**src/rtl/instr_cache.sv**
```systemverilog
// Direct-mapped instruction cache between the CPU fetch port and a 1 KiB
// instruction memory; misses stall the CPU and refill a whole 128-bit line.
module instr_cache #(
  parameter int BLOCKS = 8,
  parameter int WORDS  = 4
) (
  input  logic                         CLK,
  input  logic                         RESET,
  input  logic [31:0]                  PC,
  output logic [31:0]                  INSTRUCTION,
  output logic                         busywait,
  output logic                         mem_read,
  output logic [7-$clog2(WORDS):0]     mem_address,
  input  logic [32*WORDS-1:0]          mem_readdata,
  input  logic                         mem_busywait
);

  localparam int IW = $clog2(BLOCKS);
  localparam int OW = $clog2(WORDS);
  localparam int TW = 8 - IW - OW;
  localparam int AW = TW + IW;
  localparam int LW = 32 * WORDS;

  // Handshake: the refill block is taken on the first rising edge where
  // mem_read is 1 and mem_busywait is 0; mem_address is held for that whole time.
  typedef enum logic [1:0] {S_IDLE, S_MEM_READ, S_UPDATE} state_t;

  state_t          state;
  logic [LW-1:0]   data_arr [BLOCKS];
  logic [TW-1:0]   tag_arr  [BLOCKS];
  logic [BLOCKS-1:0] valid;
  logic [LW-1:0]   line_buf;
  logic [AW-1:0]   req;
  logic [31:0]     last_instr;

  logic [OW-1:0]   offset;
  logic [IW-1:0]   index;
  logic [TW-1:0]   tag;
  logic [IW-1:0]   req_idx;
  logic [TW-1:0]   req_tag;
  logic            hit;
  logic [31:0]     hit_word;
  logic            unused_pc_bits;

  assign offset   = PC[2 +: OW];
  assign index    = PC[2+OW +: IW];
  assign tag      = PC[2+OW+IW +: TW];
  assign req_idx  = req[IW-1:0];
  assign req_tag  = req[AW-1 -: TW];
  assign unused_pc_bits = ^{PC[31:10], PC[1:0]};

  assign hit      = valid[index] && (tag_arr[index] == tag);
  assign hit_word = data_arr[index][{offset, 5'd0} +: 32];

  // Reset is folded in so the stall drops the instant RESET falls, not at an edge.
  assign busywait    = RESET && ((state != S_IDLE) || !hit);
  assign INSTRUCTION = (state == S_IDLE && hit) ? hit_word : last_instr;
  assign mem_address = req;

  always_ff @(posedge CLK or negedge RESET) begin
    if (!RESET) begin
      state      <= S_IDLE;
      valid      <= '0;
      req        <= '0;
      mem_read   <= 1'b0;
      last_instr <= '0;
      line_buf   <= '0;
    end else begin
      case (state)
        S_IDLE: begin
          if (hit) begin
            last_instr <= hit_word;
          end else begin
            req      <= {tag, index};
            mem_read <= 1'b1;
            state    <= S_MEM_READ;
          end
        end
        S_MEM_READ: begin
          if (!mem_busywait) begin
            line_buf <= mem_readdata;
            mem_read <= 1'b0;
            state    <= S_UPDATE;
          end
        end
        S_UPDATE: begin
          valid[req_idx] <= 1'b1;
          state          <= S_IDLE;
        end
        default: state <= S_IDLE;
      endcase
    end
  end

  // Data and tag need no reset: a line is only trusted once its valid bit is set.
  always_ff @(posedge CLK) begin
    if (state == S_UPDATE) begin
      data_arr[req_idx] <= line_buf;
      tag_arr[req_idx]  <= req_tag;
    end
  end

endmodule

```
**config.mk**
```make
export PLATFORM = sky130hd
export DESIGN_NAME = instr_cache
export DESIGN_NICKNAME = d
export VERILOG_FILES = /design/src/rtl/instr_cache.sv
export SDC_FILE = /design/constraint.sdc
export NUM_CORES = 1
export LEC_CHECK = 0
export ABC_AREA = 1
export CORE_MARGIN = 1
export CORE_UTILIZATION = 52
export CTS_CLUSTER_DIAMETER = 40
export DETAILED_ROUTE_END_ITERATION = 6
export GPL_ROUTABILITY_DRIVEN = 0
export HOLD_SLACK_MARGIN = 0.12
export PLACE_DENSITY = 0.68
export SLEW_MARGIN = 5
export SYNTH_ARGS = -nofsm -noshare
export SYNTH_HDL_FRONTEND = slang
export SYNTH_SLANG_ARGS = --single-unit
```
**constraint.sdc**
```tcl
create_clock -name CLK -period 22.1 [get_ports CLK]
set_clock_uncertainty 0.15 [all_clocks]
set_input_delay 5.525 -clock CLK [delete_from_list [all_inputs] [get_ports CLK]]
set_output_delay 5.525 -clock CLK [all_outputs]
set_load 0.05 [all_outputs]
```
# After elaboration in Yosys (flattened, before gate mapping)
# Memory sizes are Yosys's and may differ from the RTL's.
# Index checks and enable logic that the tools add are counted.
# W data, S select, Z words.
# totals
inputBits	163
register_bits	177
ramBits	1048
wordCells	47
mem_count	2
out_inout_bits	40
# mem_list
name	words	word_bits	rd	rd_ports_with_merged_regs	write_ports	line_no	text
data_arr	8	128	1	0	1	29	logic [LW-1:0] data_arr [BLOCKS];
tag_arr	8	3	1	0	1	30	logic [TW-1:0] tag_arr [BLOCKS];
# classes
order_cmp	3
shift	1
n_mux	13
n_eq_ne	5
bitwise	3
reduce_logical	14
# op_table
operator	count
$shiftx A128 B8 Y32	1
$mux W32	1
$lt A3 B4 Y1 const B	2
$or A8 B8 Y8	1
$reduce_and A2 Y1	4
$mux W1	6
$logic_and A1 B1 Y1	4
$mux W2	2
$ne A2 B2 Y1 const B	2
$pmux W2 S2	1
$reduce_bool A2 Y1	2
$bmux W1 S3	1
$demux W1 S3	1
$eq A3 B3 Y1	1
$ge A3 B1 Y1 const B	1
$reduce_and A3 Y1	1
$eq A2 B1 Y1 const B	1
$eq A2 B2 Y1 const B	1
$logic_not A2 Y1	1
$not A1 Y1	2
$pmux W1 S2	1
$logic_not A1 Y1	1
$logic_or A1 B1 Y1	1

# Depth between registers and ports, before layout
# logic_depth
word_depth	6
ltp_mapped	16
ltp_nobuf	13

# Worst setup path after synthesis
# OpenSTA, ideal clock, no wires.
# synth_timing
path_type	input -> output
startpoint	in PC[4]
endpoint	out INSTRUCTION[7]
cell_stages	16
required_ns	16.425
t_arrival_ns	7.138
path_slack_ns	9.287
cell_sequence	buf_6 inv_4 buf_6 buf_6 buf_4 buf_2 nand2_1 nand2_1 nand2_1 nand3_1 nand3_1 nand2_1 nand2_1 nand2_1 nand3_1 nand2_1
# synth_via
elab_chain_cells	5
# synth_rtl
item	line_no	text
start, declared	9	input logic [31:0] PC,
parallel branches: the longest is 4 deep, another holds $mem_v2 Z8 W128	n/a	
$mux W32 (*)	57	assign INSTRUCTION = (state == S_IDLE && hit) ? hit_word : last_instr;
end, declared	10	output logic [31:0] INSTRUCTION,
# Mark *: on every way between the ends. The select of a mux whose other input is x is not followed.

# Worst setup path in the final report
# layout_timing
startpoint	in PC[4]
endpoint	out INSTRUCTION[12]
# The elaborated chain is that of the path after synthesis.

==> run metrics <==
Seq pwr share 0.511; sequential area share after synthesis 0.716; vias after detailed routing 33400; status completed; clock latency on the worst-skew pair 0.75 ns; Comb pwr share 0.129; required time of the critical path 16.43 ns; Resized Gates After CTS 0; Multi-input gate area 0.0122 mm^2; Pwr Density 114 mW/mm^2; clock-pin slew on the worst setup and hold paths 0.06 ns; setup bufs post-CTS 0; vias in the first global route 31200; initial core utilization 0.526; Worst slew margin 0.192; die area a little under 0.1 mm^2; Num Clock Sinks 1225; Arr. time, crit path about 11 ns; CTS tree done; Critical Path Source PC[4]; Pins Over Slew Limit 0; vias per cell between 5 and 6; Yosys top cell area share 0.627; WHS Endpoint valid[0]; critical path class input port to output pin; Area Growth Syn to Fin 14.8%; core area approximately 0.095 mm^2; total CTS buffers 145; Post-Layout Cell Count between 6000 and 7000; hold crit path type flop to flop; Worst Hold Launch valid[0]; top-count cell post-synth nand2_1; sw frac 0.283; Adder-Cell Fraction of Synth Area 0; setup TNS 0 ns; internal cell power about 4.7 mW; first drt pass iteration count 6; post-synthesis mux area share 0; Post-Synth XOR/XNOR Area 0; gr ovfl total 0; DRT Wirelength 127000 um; Iteration-0 DRC Markers approximately 3600; Yosys reg bits 1225; syn nets about 4800; HPWL Detailed approximately 65000 um; share of layout cells above drive strength 1 0.0656; nature of the critical path endpoint output pin; Cells after Synth 4664; Top FF cell, synth edfxtp_1; residual DRC count 0; largest area contributor in the netlist edfxtp_1; RSZ-0062 raised after global routing false; Worst R2R End data_arr[5][106]; clock share of power 0.360; root buf cell clkbuf_16; number of nets in the layout approximately 4900; Post-Synth Simple-Gate Area 0.222; synth warn 0; Wirelength per Cell 20.6 um; # rows 113; main area contributors after synthesis edfxtp_1 (63%), nand2_1 (13%), dfrtp_1 (8.8%); largest net degree at the start of global routing ~230; Post-synth top cells nand2_1 (1801), edfxtp_1 (1048), nand3_1 (532), nor2_1 (395), inv_1 (226); crit share post-route 0.738; Syn Area/Cell 10.8 um^2; Final min period approximately 16 ns; CP startpoint kind input port; Synth cell types 22; Ports 203; P_sw 1.85 mW; initial antenna violation count 2; R2R depth 6; Chip Height about 310 um; post-route ant nets 0; Port Buf Inserts 178; # fillers 7510; Crit Path Max Fanout 233; Mapped Area 0.0502 mm^2; worst slew pin tran between 1 and 1.5 ns; Die Width 313 um; endpoints failing hold 0; Lkg Pwr 23.4 nW; Post-synth EDFFs about 1000; Worst IR Drop VDD 0.0921 mV; R2R Setup Slk 18.67 ns; compound-gate portion of the synthesized area 0.0194; Worst R2R Start state[1]; final setup vio count 0; Inst Count DP 5890; Post-synth ARST share 0.144; Hold Buf Count CTS 0; FF+latch area roughly 0.036 mm^2; maxcap violations 0; gr usage total 0.262; global-route wire length before repair between 150000 and 200000 um; largest family of logic cells by synthesized area simple AND/OR/NAND/NOR gates; Longest Clk Path Bufs 3; fmax 61.3 MHz; Worst Hold Depth 1; H-tree levels 4
[flip-flops by register name, summed over array words and instances, names as in the netlist]
name / cells
state: 2
last_instr: 32
valid: 8
line_buf: 128
tag_arr: 24
data_arr: 1024
mem_address: 6
mem_read: 1
[power groups by stage]
stage / clock network (mW) / registers (mW) / logic (mW)
finish: 2.36 / 3.35 / 0.848
floorplan: 0 / 3.31 / 0.524
global placement: 0 / 3.37 / 0.830
CTS: 2.38 / 3.35 / 0.849
global route: 2.48 / 3.40 / 0.929
detailed placement: 0 / 3.39 / 0.845
[per-stage QoR]
| step | hold WS [ns] | setup WS [ns] | area (um^2) | power (mW) | utilization |
|---|---|---|---|---|---|
| floorplan | 0.290 | 9.29 | 50200 | 3.84 | - |
| global route | 0.335 | 5.57 | 57600 | 6.81 | 0.604 |
| detailed placement | 0.304 | 5.97 | 52700 | 4.23 | 0.553 |
| CTS | 0.322 | 5.96 | 57600 | 6.58 | 0.604 |
| global placement | 0.302 | 5.99 | 52700 | 4.20 | 0.553 |
| finish | 0.319 | 5.79 | 57600 | 6.56 | 0.604 |
[final cells by class]
class                           instances  area share
Timing Repair Buffer                  223      0.0379
Clock inverter                         83      0.0161
Tap cell                             1265      0.0275
Inverter                              228      0.0154
Clock buffer                          185      0.0680
Antenna cell                            1   0.0000435
Sequential cell                      1225       0.624
Multi-Input combinational cell       2949       0.212
[worst max path at each step]
stage,end,cells past startpoint
5_1_grt,INSTRUCTION[10],15
3_3_place_gp,INSTRUCTION[12],15
6_report,INSTRUCTION[12],15
4_1_cts,INSTRUCTION[21],15
3_5_place_dp,INSTRUCTION[21],15
2_1_floorplan,INSTRUCTION[7],16
[routing by layer]
layer	vias to the layer above	GRT usage	part of all wire
li1	15700	-	-
met1	16100	0.379	0.43
met2	1457	0.398	0.46
met3	191	0.0557	0.093
met4	0	0.0843	0.025
met5	-	0	0
[critical path: stages]
cell and delay, ns:
buf_8 0.25, inv_16 0.57, buf_12 0.58, buf_4 0.85
nand2_1 0.10, nand2_1 0.10, nand2_1 0.05, nand3_1 0.12
nand3_1 0.12, nand2_1 0.22, nand2_1 0.12, nand2_1 0.17
nand3_2 0.09, nand2_1 0.19, clkdlybuf4s50_1 0.83
[layout by cell type (no fill, tap or decap), types with 8 or more instances in the layout]
| cell type | netlist | final |
|---|---|---|
| clkdlybuf4s50_1 | 0 | 173 |
| nand3_1 | 532 | 532 |
| clkinvlp_4 | 0 | 8 |
| dfrtp_1 | 177 | 177 |
| nand3_2 | 12 | 12 |
| nor2_4 | 1 | 11 |
| or2_2 | 8 | 8 |
| nor2_1 | 395 | 385 |
| edfxtp_1 | 1048 | 1048 |
| nand2_1 | 1801 | 1801 |
| clkinv_4 | 0 | 8 |
| clkinv_2 | 0 | 24 |
| o21ai_0 | 192 | 192 |
| inv_1 | 226 | 223 |
| clkbuf_16 | 0 | 149 |
| inv_6 | 0 | 14 |
| bufinv_16 | 0 | 13 |
| buf_4 | 31 | 41 |
| clkbuf_1 | 81 | 31 |
[cells by family after synthesis]
| kind of cell | after synthesis |
|---|---|
| AO/OA/AOI/OAI | 194 |
| buffers and inverters | 490 |
| flip-flops | 1225 |
| AND/OR/NAND/NOR | 2755 |
Note: power is estimated with default switching activity, not from simulation.
